### src/rtl/seg_disp_pkg.sv
// Shared definitions for the multiplexed seven-segment display driver.
// Contents:
//   conv_state_t  - state encoding of the sequential binary-to-BCD engine
//   GLYPH_*       - active-high segment patterns, bit order {g,f,e,d,c,b,a}
//   MSG_GLYPH     - message-mode glyphs per digit ("donE" on digits 3..0)
//   dec_glyph()   - decimal digit to glyph lookup
//   bcd_digits()  - decimal digits needed to represent any w-bit value
package seg_disp_pkg;

  typedef enum logic [1:0] {
    ST_IDLE  = 2'd0,
    ST_SHIFT = 2'd1,
    ST_LOAD  = 2'd2
  } conv_state_t;

  localparam logic [6:0] GLYPH_0     = 7'b0111111;
  localparam logic [6:0] GLYPH_1     = 7'b0000110;
  localparam logic [6:0] GLYPH_2     = 7'b1011011;
  localparam logic [6:0] GLYPH_3     = 7'b1001111;
  localparam logic [6:0] GLYPH_4     = 7'b1100110;
  localparam logic [6:0] GLYPH_5     = 7'b1101101;
  localparam logic [6:0] GLYPH_6     = 7'b1111101;
  localparam logic [6:0] GLYPH_7     = 7'b0000111;
  localparam logic [6:0] GLYPH_8     = 7'b1111111;
  localparam logic [6:0] GLYPH_9     = 7'b1101111;
  localparam logic [6:0] GLYPH_DASH  = 7'b1000000;
  localparam logic [6:0] GLYPH_BLANK = 7'b0000000;

  localparam logic [6:0] GLYPH_LET_D = 7'b1011110;
  localparam logic [6:0] GLYPH_LET_O = 7'b1011100;
  localparam logic [6:0] GLYPH_LET_N = 7'b1010100;
  localparam logic [6:0] GLYPH_LET_E = 7'b1111001;

  // Index 0 is the rightmost digit.
  localparam logic [6:0] MSG_GLYPH [0:7] = '{
    GLYPH_LET_E, GLYPH_LET_N, GLYPH_LET_O, GLYPH_LET_D,
    GLYPH_BLANK, GLYPH_BLANK, GLYPH_BLANK, GLYPH_BLANK
  };

  function automatic logic [6:0] dec_glyph(input logic [3:0] d);
    case (d)
      4'd0:    dec_glyph = GLYPH_0;
      4'd1:    dec_glyph = GLYPH_1;
      4'd2:    dec_glyph = GLYPH_2;
      4'd3:    dec_glyph = GLYPH_3;
      4'd4:    dec_glyph = GLYPH_4;
      4'd5:    dec_glyph = GLYPH_5;
      4'd6:    dec_glyph = GLYPH_6;
      4'd7:    dec_glyph = GLYPH_7;
      4'd8:    dec_glyph = GLYPH_8;
      4'd9:    dec_glyph = GLYPH_9;
      default: dec_glyph = GLYPH_BLANK;
    endcase
  endfunction

  function automatic int bcd_digits(input int w);
    longint unsigned m;
    int n;
    m = (64'd1 << w) - 64'd1;
    n = 1;
    while (m >= 64'd10) begin
      m = m / 64'd10;
      n = n + 1;
    end
    return n;
  endfunction

endpackage

### src/rtl/seg_mux_scan_driver_bin2bcd.sv
// Sequential double-dabble binary-to-BCD engine.
// Ports:
//   clk, reset_n   - clock, asynchronous active-low reset
//   start, din     - load strobe and binary value
//   busy           - conversion running or a value is waiting in the pending slot
//   done           - one-cycle pulse while bcd holds a finished result
//   bcd            - NUM_BCD packed BCD nibbles, nibble 0 = units
// A start that arrives while a conversion is running is parked in a one-deep
// pending slot (last strobe wins) and converted right after the current one.
module bin2bcd_seq
  import seg_disp_pkg::*;
#(
  parameter int VALUE_W = 8,
  parameter int NUM_BCD = 4
) (
  input  logic                   clk,
  input  logic                   reset_n,
  input  logic                   start,
  input  logic [VALUE_W-1:0]     din,
  output logic                   busy,
  output logic                   done,
  output logic [NUM_BCD*4-1:0]   bcd
);

  localparam int BW    = NUM_BCD * 4;
  localparam int CNT_W = $clog2(VALUE_W + 1);
  localparam logic [CNT_W-1:0] LAST_BIT = CNT_W'(VALUE_W - 1);

  conv_state_t        state, state_nxt;
  logic [CNT_W-1:0]   bit_cnt;
  logic               pend;
  logic [VALUE_W-1:0] pend_val;
  logic [VALUE_W-1:0] bin_sr;
  logic [BW-1:0]      bcd_sr;
  logic [BW-1:0]      bcd_adj;

  always_ff @(posedge clk or negedge reset_n) begin
    if (!reset_n) begin
      state   <= ST_IDLE;
      bit_cnt <= '0;
      pend    <= 1'b0;
    end else begin
      state <= state_nxt;
      if (state == ST_SHIFT) bit_cnt <= bit_cnt + 1'b1;
      else                   bit_cnt <= '0;
      // IDLE always consumes whatever is pending.
      if (state == ST_IDLE) pend <= 1'b0;
      else if (start)       pend <= 1'b1;
    end
  end

  always_comb begin
    state_nxt = state;
    case (state)
      ST_IDLE:  if (start || pend) state_nxt = ST_SHIFT;
      ST_SHIFT: if (bit_cnt == LAST_BIT) state_nxt = ST_LOAD;
      ST_LOAD:  state_nxt = ST_IDLE;
      default:  state_nxt = ST_IDLE;
    endcase
  end

  always_comb begin
    bcd_adj = bcd_sr;
    for (int i = 0; i < NUM_BCD; i++) begin
      if (bcd_sr[i*4 +: 4] >= 4'd5) bcd_adj[i*4 +: 4] = bcd_sr[i*4 +: 4] + 4'd3;
    end
  end

  // Datapath registers carry no reset; the control state qualifies them.
  always_ff @(posedge clk) begin
    if (state != ST_IDLE && start) pend_val <= din;
    if (state == ST_IDLE) begin
      bin_sr <= start ? din : pend_val;
      bcd_sr <= '0;
    end else if (state == ST_SHIFT) begin
      bin_sr <= bin_sr << 1;
      bcd_sr <= {bcd_adj[BW-2:0], bin_sr[VALUE_W-1]};
    end
  end

  assign busy = (state != ST_IDLE) | pend;
  assign done = (state == ST_LOAD);
  assign bcd  = bcd_sr;

endmodule

### src/rtl/seg_mux_scan_driver.sv
// Time-multiplexed seven-segment display driver with BCD conversion.
// Ports:
//   clk, reset_n    - clock, asynchronous active-low reset
//   value           - binary number to display, loaded on value_valid
//   value_valid     - one-cycle load strobe
//   blank_leading   - blank leading zeros (digit 0 always shown)
//   msg_mode        - show the fixed "donE" message instead of the number
//   brightness[3:0] - duty control, present only when SEG_DIM_EN is defined
//   seg_display     - registered segments {g,f,e,d,c,b,a}
//   seg_select      - registered digit enables, bit 0 = rightmost digit
//   busy            - conversion in progress (or pending)
// Optional build macro: SEG_DIM_EN adds the brightness input.
module seg_mux_scan_driver
  import seg_disp_pkg::*;
#(
  parameter int NUM_DIGITS     = 4,
  parameter int VALUE_W        = 8,
  parameter int REFRESH_DIV    = 50000,
  parameter int SEG_ACTIVE_LOW = 1,
  parameter int SEL_ACTIVE_LOW = 1
) (
  input  logic                  clk,
  input  logic                  reset_n,
  input  logic [VALUE_W-1:0]    value,
  input  logic                  value_valid,
  input  logic                  blank_leading,
  input  logic                  msg_mode,
`ifdef SEG_DIM_EN
  input  logic [3:0]            brightness,
`endif
  output logic [6:0]            seg_display,
  output logic [NUM_DIGITS-1:0] seg_select,
  output logic                  busy
);

  // The engine is never narrower than the display so every buffer digit
  // comes straight from a BCD nibble; extra nibbles only feed overflow.
  localparam int BCD_NEED = bcd_digits(VALUE_W);
  localparam int NUM_BCD  = (BCD_NEED > NUM_DIGITS) ? BCD_NEED : NUM_DIGITS;
  localparam int CNT_W    = $clog2(REFRESH_DIV);
  localparam int IDX_W    = (NUM_DIGITS > 1) ? $clog2(NUM_DIGITS) : 1;
  localparam logic SEG_INV = (SEG_ACTIVE_LOW != 0);
  localparam logic SEL_INV = (SEL_ACTIVE_LOW != 0);

  logic                    conv_done;
  logic [NUM_BCD*4-1:0]    conv_bcd;
  logic [NUM_DIGITS*4-1:0] dig_buf;
  logic                    ovf;
  logic                    ovf_nxt;
  logic [CNT_W-1:0]        cnt;
  logic [IDX_W-1:0]        idx;
  logic [NUM_DIGITS-1:0]   zero_from;
  logic                    zero_acc;
  logic [6:0]              glyph_p0;
  logic                    sel_on_p0;
  logic [NUM_DIGITS-1:0]   sel_hot_p0;

  bin2bcd_seq #(
    .VALUE_W (VALUE_W),
    .NUM_BCD (NUM_BCD)
  ) u_bin2bcd (
    .clk     (clk),
    .reset_n (reset_n),
    .start   (value_valid),
    .din     (value),
    .busy    (busy),
    .done    (conv_done),
    .bcd     (conv_bcd)
  );

  always_comb begin
    ovf_nxt = 1'b0;
    for (int i = NUM_DIGITS; i < NUM_BCD; i++) begin
      if (conv_bcd[i*4 +: 4] != 4'd0) ovf_nxt = 1'b1;
    end
  end

  // Buffer changes only on the LOAD cycle, so partial results never show.
  always_ff @(posedge clk or negedge reset_n) begin
    if (!reset_n) begin
      dig_buf <= '0;
      ovf     <= 1'b0;
    end else if (conv_done) begin
      dig_buf <= conv_bcd[NUM_DIGITS*4-1:0];
      ovf     <= ovf_nxt;
    end
  end

  always_ff @(posedge clk or negedge reset_n) begin
    if (!reset_n) begin
      cnt <= '0;
      idx <= '0;
    end else if (cnt == CNT_W'(REFRESH_DIV - 1)) begin
      cnt <= '0;
      idx <= (idx == IDX_W'(NUM_DIGITS - 1)) ? '0 : idx + 1'b1;
    end else begin
      cnt <= cnt + 1'b1;
    end
  end

  // zero_from[i] = every buffer digit at position >= i is zero.
  always_comb begin
    zero_from = '0;
    zero_acc  = 1'b1;
    for (int i = NUM_DIGITS - 1; i >= 0; i--) begin
      zero_acc     = zero_acc & (dig_buf[i*4 +: 4] == 4'd0);
      zero_from[i] = zero_acc;
    end
  end

  // Stage 0: glyph and select for the current counter/index.
  always_comb begin
    if (msg_mode)
      glyph_p0 = MSG_GLYPH[idx];
    else if (ovf)
      glyph_p0 = GLYPH_DASH;
    else if (blank_leading && idx != '0 && zero_from[idx])
      glyph_p0 = GLYPH_BLANK;
    else
      glyph_p0 = dec_glyph(dig_buf[idx*4 +: 4]);
  end

  always_comb begin
    // Counter value 0 is a dark gap between slots to prevent ghosting.
    sel_on_p0 = (cnt != '0);
`ifdef SEG_DIM_EN
    sel_on_p0 = sel_on_p0 &&
                ((32'(cnt) << 4) < (32'(brightness) * 32'(REFRESH_DIV)));
`endif
    sel_hot_p0 = '0;
    if (sel_on_p0) sel_hot_p0[idx] = 1'b1;
  end

  // Stage 1: registered, polarity-adjusted outputs.
  always_ff @(posedge clk or negedge reset_n) begin
    if (!reset_n) begin
      seg_display <= {7{SEG_INV}};
      seg_select  <= {NUM_DIGITS{SEL_INV}};
    end else begin
      seg_display <= glyph_p0 ^ {7{SEG_INV}};
      seg_select  <= sel_hot_p0 ^ {NUM_DIGITS{SEL_INV}};
    end
  end

endmodule

### config.mk
export PLATFORM = sky130hd
export DESIGN_NAME = seg_mux_scan_driver
export DESIGN_NICKNAME = d
export VERILOG_FILES = /design/src/rtl/seg_disp_pkg.sv /design/src/rtl/seg_mux_scan_driver_bin2bcd.sv /design/src/rtl/seg_mux_scan_driver.sv
export SDC_FILE = /design/constraint.sdc
export NUM_CORES = 1
export LEC_CHECK = 0
export ABC_AREA = 1
export ABC_CLOCK_PERIOD_IN_PS = 2150
export BUFFER_PORTS_ARGS = -buffer_cell sky130_fd_sc_hd__buf_2
export CELL_PAD_IN_SITES_DETAIL_PLACEMENT = 1
export CELL_PAD_IN_SITES_GLOBAL_PLACEMENT = 1
export CORE_ASPECT_RATIO = 0.6
export CORE_MARGIN = 3
export CORE_UTILIZATION = 46
export DETAILED_ROUTE_END_ITERATION = 12
export PLACE_DENSITY = 0.78
export SLEW_MARGIN = 20
export SYNTH_ARGS = -nofsm -noshare
export SYNTH_HDL_FRONTEND = slang
export SYNTH_SLANG_ARGS = --single-unit
### constraint.sdc
create_clock -name clk -period 2.15 [get_ports clk]
set_clock_uncertainty 0.15 [all_clocks]
set_input_delay 0.3225 -clock clk [delete_from_list [all_inputs] [get_ports clk]]
set_output_delay 0.3225 -clock clk [all_outputs]
set_load 0.05 [all_outputs]
==> results.json <==
{
  "status": "complete, no violations",
  "syn-num-nets": 526,
  "cp_data_arrival_time_ns": 1.50,
  "switchingPower_uw": 2160,
  "grt_pass1_wl_um": 17700,
  "critPathKind": "reg -> out",
  "clockBufferDepth": 2,
  "hold_path_class": "in -> reg",
  "yosysMostFrequentCell": "nand2_1",
  "ys_seq_elements": 84,
  "fillCellCount": 1028,
  "ant_nets": 0,
  "synth_flop_cell": "dfrtp_1",
  "dpl.cell_count": 628,
  "rsz0062_at_grt": "false",
  "dr.pass1.iters": 4,
  "clockRootBuffer": "clkbuf_16",
  "drtIter0Drc": 234,
  "ys_seq_area_frac": 0.501,
  "synth_cell_types": 37,
  "period_needed_ns": 1.97,
  "stdcell_count": 646,
  "ys_warn_count": 0,
  "cp_top_family": "simple AND/OR/NAND/NOR gates",
  "cts_buffers": 9,
  "max_freq_mhz": 508,
  "dp_hpwl_um": 7570,
  "routed_wl_um": 10300,
  "h-tree-depth": 3,
  "wl_per_cell_um": 15.9,
  "die-height_um": 80.2,
  "worstPathMaxFanout": 4,
  "cts.clk_slew.worst_paths_ns": 0.06,
  "antenna_found_initial": 0,
  "dieWidth_um": 130,
  "drive_gt1_frac": 0.163,
  "multi_input_area_sq_um": 1820,
  "dieArea_sq_um": 10400,
  "clkPwrFrac": 0.268,
  "post-route-period-util": 0.915,
  "setup_viol": 0,
  "seqCellArea_sq_um": 2120,
  "tightest_slew_ns": 0.484,
  "avgSynthCellArea_sq_um": 8.59,
  "max-slew-margin-rel": 0.677,
  "endpoint_kind": "output port",
  "p_int_uw": 3540,
  "grt_pass1_vias": 3511,
  "synth_top_area_share": 0.243,
  "start_util": 0.485,
  "final_util": 0.554,
  "critPathRequiredTime_ns": 1.68,
  "crit_buf_inv": 2,
  "diodes": 0,
  "io_pins": 25,
  "cp_slowest_cell": "dfrtp_1",
  "crit_chain": "nor2_1 > clkinv_1 > or2_2 > buf_2",
  "max_stage_delay_ns": 0.40,
  "hold_violations": 0,
  "p_sw_frac": 0.379,
  "postSynthCellCount": 492,
  "cts.sinks": 84,
  "overflow": 0,
  "drv_cap": 0,
  "grt_max_degree": 34,
  "area_growth_syn_to_layout_pct": 14.4,
  "synth_area_leaders": "dfrtp_1, edfxtp_1, nand2_1",
  "vias": 3437,
  "fin_nets": 563,
  "post_cts_buffers": 0,
  "via_per_inst": 5.32,
  "rows": 26,
  "power.leakage_uw": 0.00224,
  "syn-cell-area_sq_um": 4230,
  "cp-start-kind": "flip-flop",
  "io_buffers": 24,
  "yosysTopAreaCell": "dfrtp_1",
  "synth_edf_count": 16,
  "synthArstFlopShare": 0.619,
  "drv_slew": 0,
  "ir_drop_v": 0.000719,
  "fin_tns_setup_ns": 0,
  "clk_latency_ns": 0.35,
  "gp_congestion": 0.873,
  "grtUsageTotal": 0.219,
  "tritoncts": "built",
  "combPwrFrac": 0.326,
  "route.detailed.drc": 0,
  "core_region_area_sq_um": 8720,
  "ys_top_cells_by_count": "nand2_1, o21ai_0, inv_1",
  "pwr-share-seq": 0.406,
  "power_density_nw_per_um2": 1180
}
## layout make-up
| type | instances | share of cell area |
|---|---|---|
| Clock buffer | 10 | 0.0518 |
| Clock inverter | 6 | 0.00906 |
| Inverter | 62 | 0.0494 |
| Multi-Input combinational cell | 336 | 0.376 |
| Sequential cell | 84 | 0.438 |
| Tap cell | 112 | 0.0290 |
| Timing Repair Buffer | 36 | 0.0471 |
## sequential cells by signal, summed over array words and instances (netlist names), 2 cells and up
signal              cells
seg_display             7
u_bin2bcd.bin_sr        8
u_bin2bcd.state         2
u_bin2bcd.pend_val      8
dig_buf                16
u_bin2bcd.bcd          16
u_bin2bcd.bit_cnt       4
idx                     2
seg_select              4
cnt                    16
## per-stage QoR
step / power [uW] / setup WS, ns / instance area (sq um) / hold slack, ns
after floorplan: 3620 / 0.428 / 4230 / -0.123
after global placement: 4080 / 0.308 / 4520 / 0.148
after detailed placement: 4180 / 0.192 / 4520 / 0.153
after CTS: 5750 / 0.145 / 4830 / 0.00610
after global routing: 6130 / 0.0197 / 4830 / 0.0128
final: 5700 / 0.182 / 4830 / 0.0201
## power groups by stage
stage / Clock, uW / Sequential (uW) / Combinational [uW]
2_1_floorplan: 0 / 2460 / 1170
3_3_place_gp: 0 / 2320 / 1760
3_5_place_dp: 0 / 2330 / 1840
4_1_cts: 1580 / 2310 / 1870
5_1_grt: 1630 / 2360 / 2130
6_report: 1530 / 2310 / 1860
## routing by layer
metal  share of wire  global-route usage
met1            0.51               0.313
met5               0                   0
met3           0.040              0.0571
met4           0.014              0.0612
met2            0.44               0.328
## cells by family after synthesis
family                     count (synthesis)  share of synthesized area
DFF                                       84                      0.501
and+or+nand+nor                          214                      0.234
AOI/OAI and AO/OA                         89                      0.108
adders and majority gates                 21                     0.0622
xor gates and xnor gates                  12                     0.0249
buffers and inverters                     72                     0.0699
## layout by cell type (no fill, tap or decap), types with 2 or more instances in the layout
cell type	Yosys	routed
inv_1	55	55
buf_2	3	24
ha_1	21	21
nor2_2	3	3
nor2_1	46	46
or2_2	2	2
nor3_1	6	6
dfrtp_1	41	41
o21ai_0	67	67
edfxtp_1	16	16
inv_4	2	2
nand3_1	34	34
nand3_4	2	2
dlygate4sd3_1	0	2
xor2_1	12	12
inv_6	0	2
a21oi_1	17	17
clkbuf_16	0	10
nand2_2	1	2
nand2_4	5	5
clkinv_1	2	2
nor4_1	2	2
nand3_2	2	2
inv_2	2	2
nand2_1	101	100
clkinv_2	1	3
buf_4	0	9
nor3_2	3	3
dfxtp_1	16	16
nand4_1	4	4
dfstp_2	11	11
## path summary, 6_finish.rpt
kind / from / end / slack (ns) / cells after the start
max in group asynchronous: reset_n / u_bin2bcd.state[0]$_DFFE_PN0P_ / 0.98 / 3
hold / removal: value[0] / u_bin2bcd.pend_val[0]$_DFFE_PP_ / 0.02 / 1
setup reg to reg: idx[0]$_DFFE_PN0N_ / seg_display[5]$_DFF_PN1_ / 0.19 / 12
min in group asynchronous: reset_n / idx[0]$_DFFE_PN0N_ / 0.32 / 2
setup / recovery: u_bin2bcd.state[1]$_DFFE_PN0P_ / busy / 0.18 / 4
hold reg to reg: u_bin2bcd.bcd[3]$_SDFFE_PP0P_ / u_bin2bcd.bcd[3]$_SDFFE_PP0P_ / 0.31 / 2
## what timing repair did
item | 4_1_cts | 5_1_grt
setup endpoints to repair | 0 | 2
hold buffers | 2 | 0
hold endpoints to repair | 9 | 0
gates resized for setup | 0 | 1
Note: power is estimated with default switching activity, not from simulation.
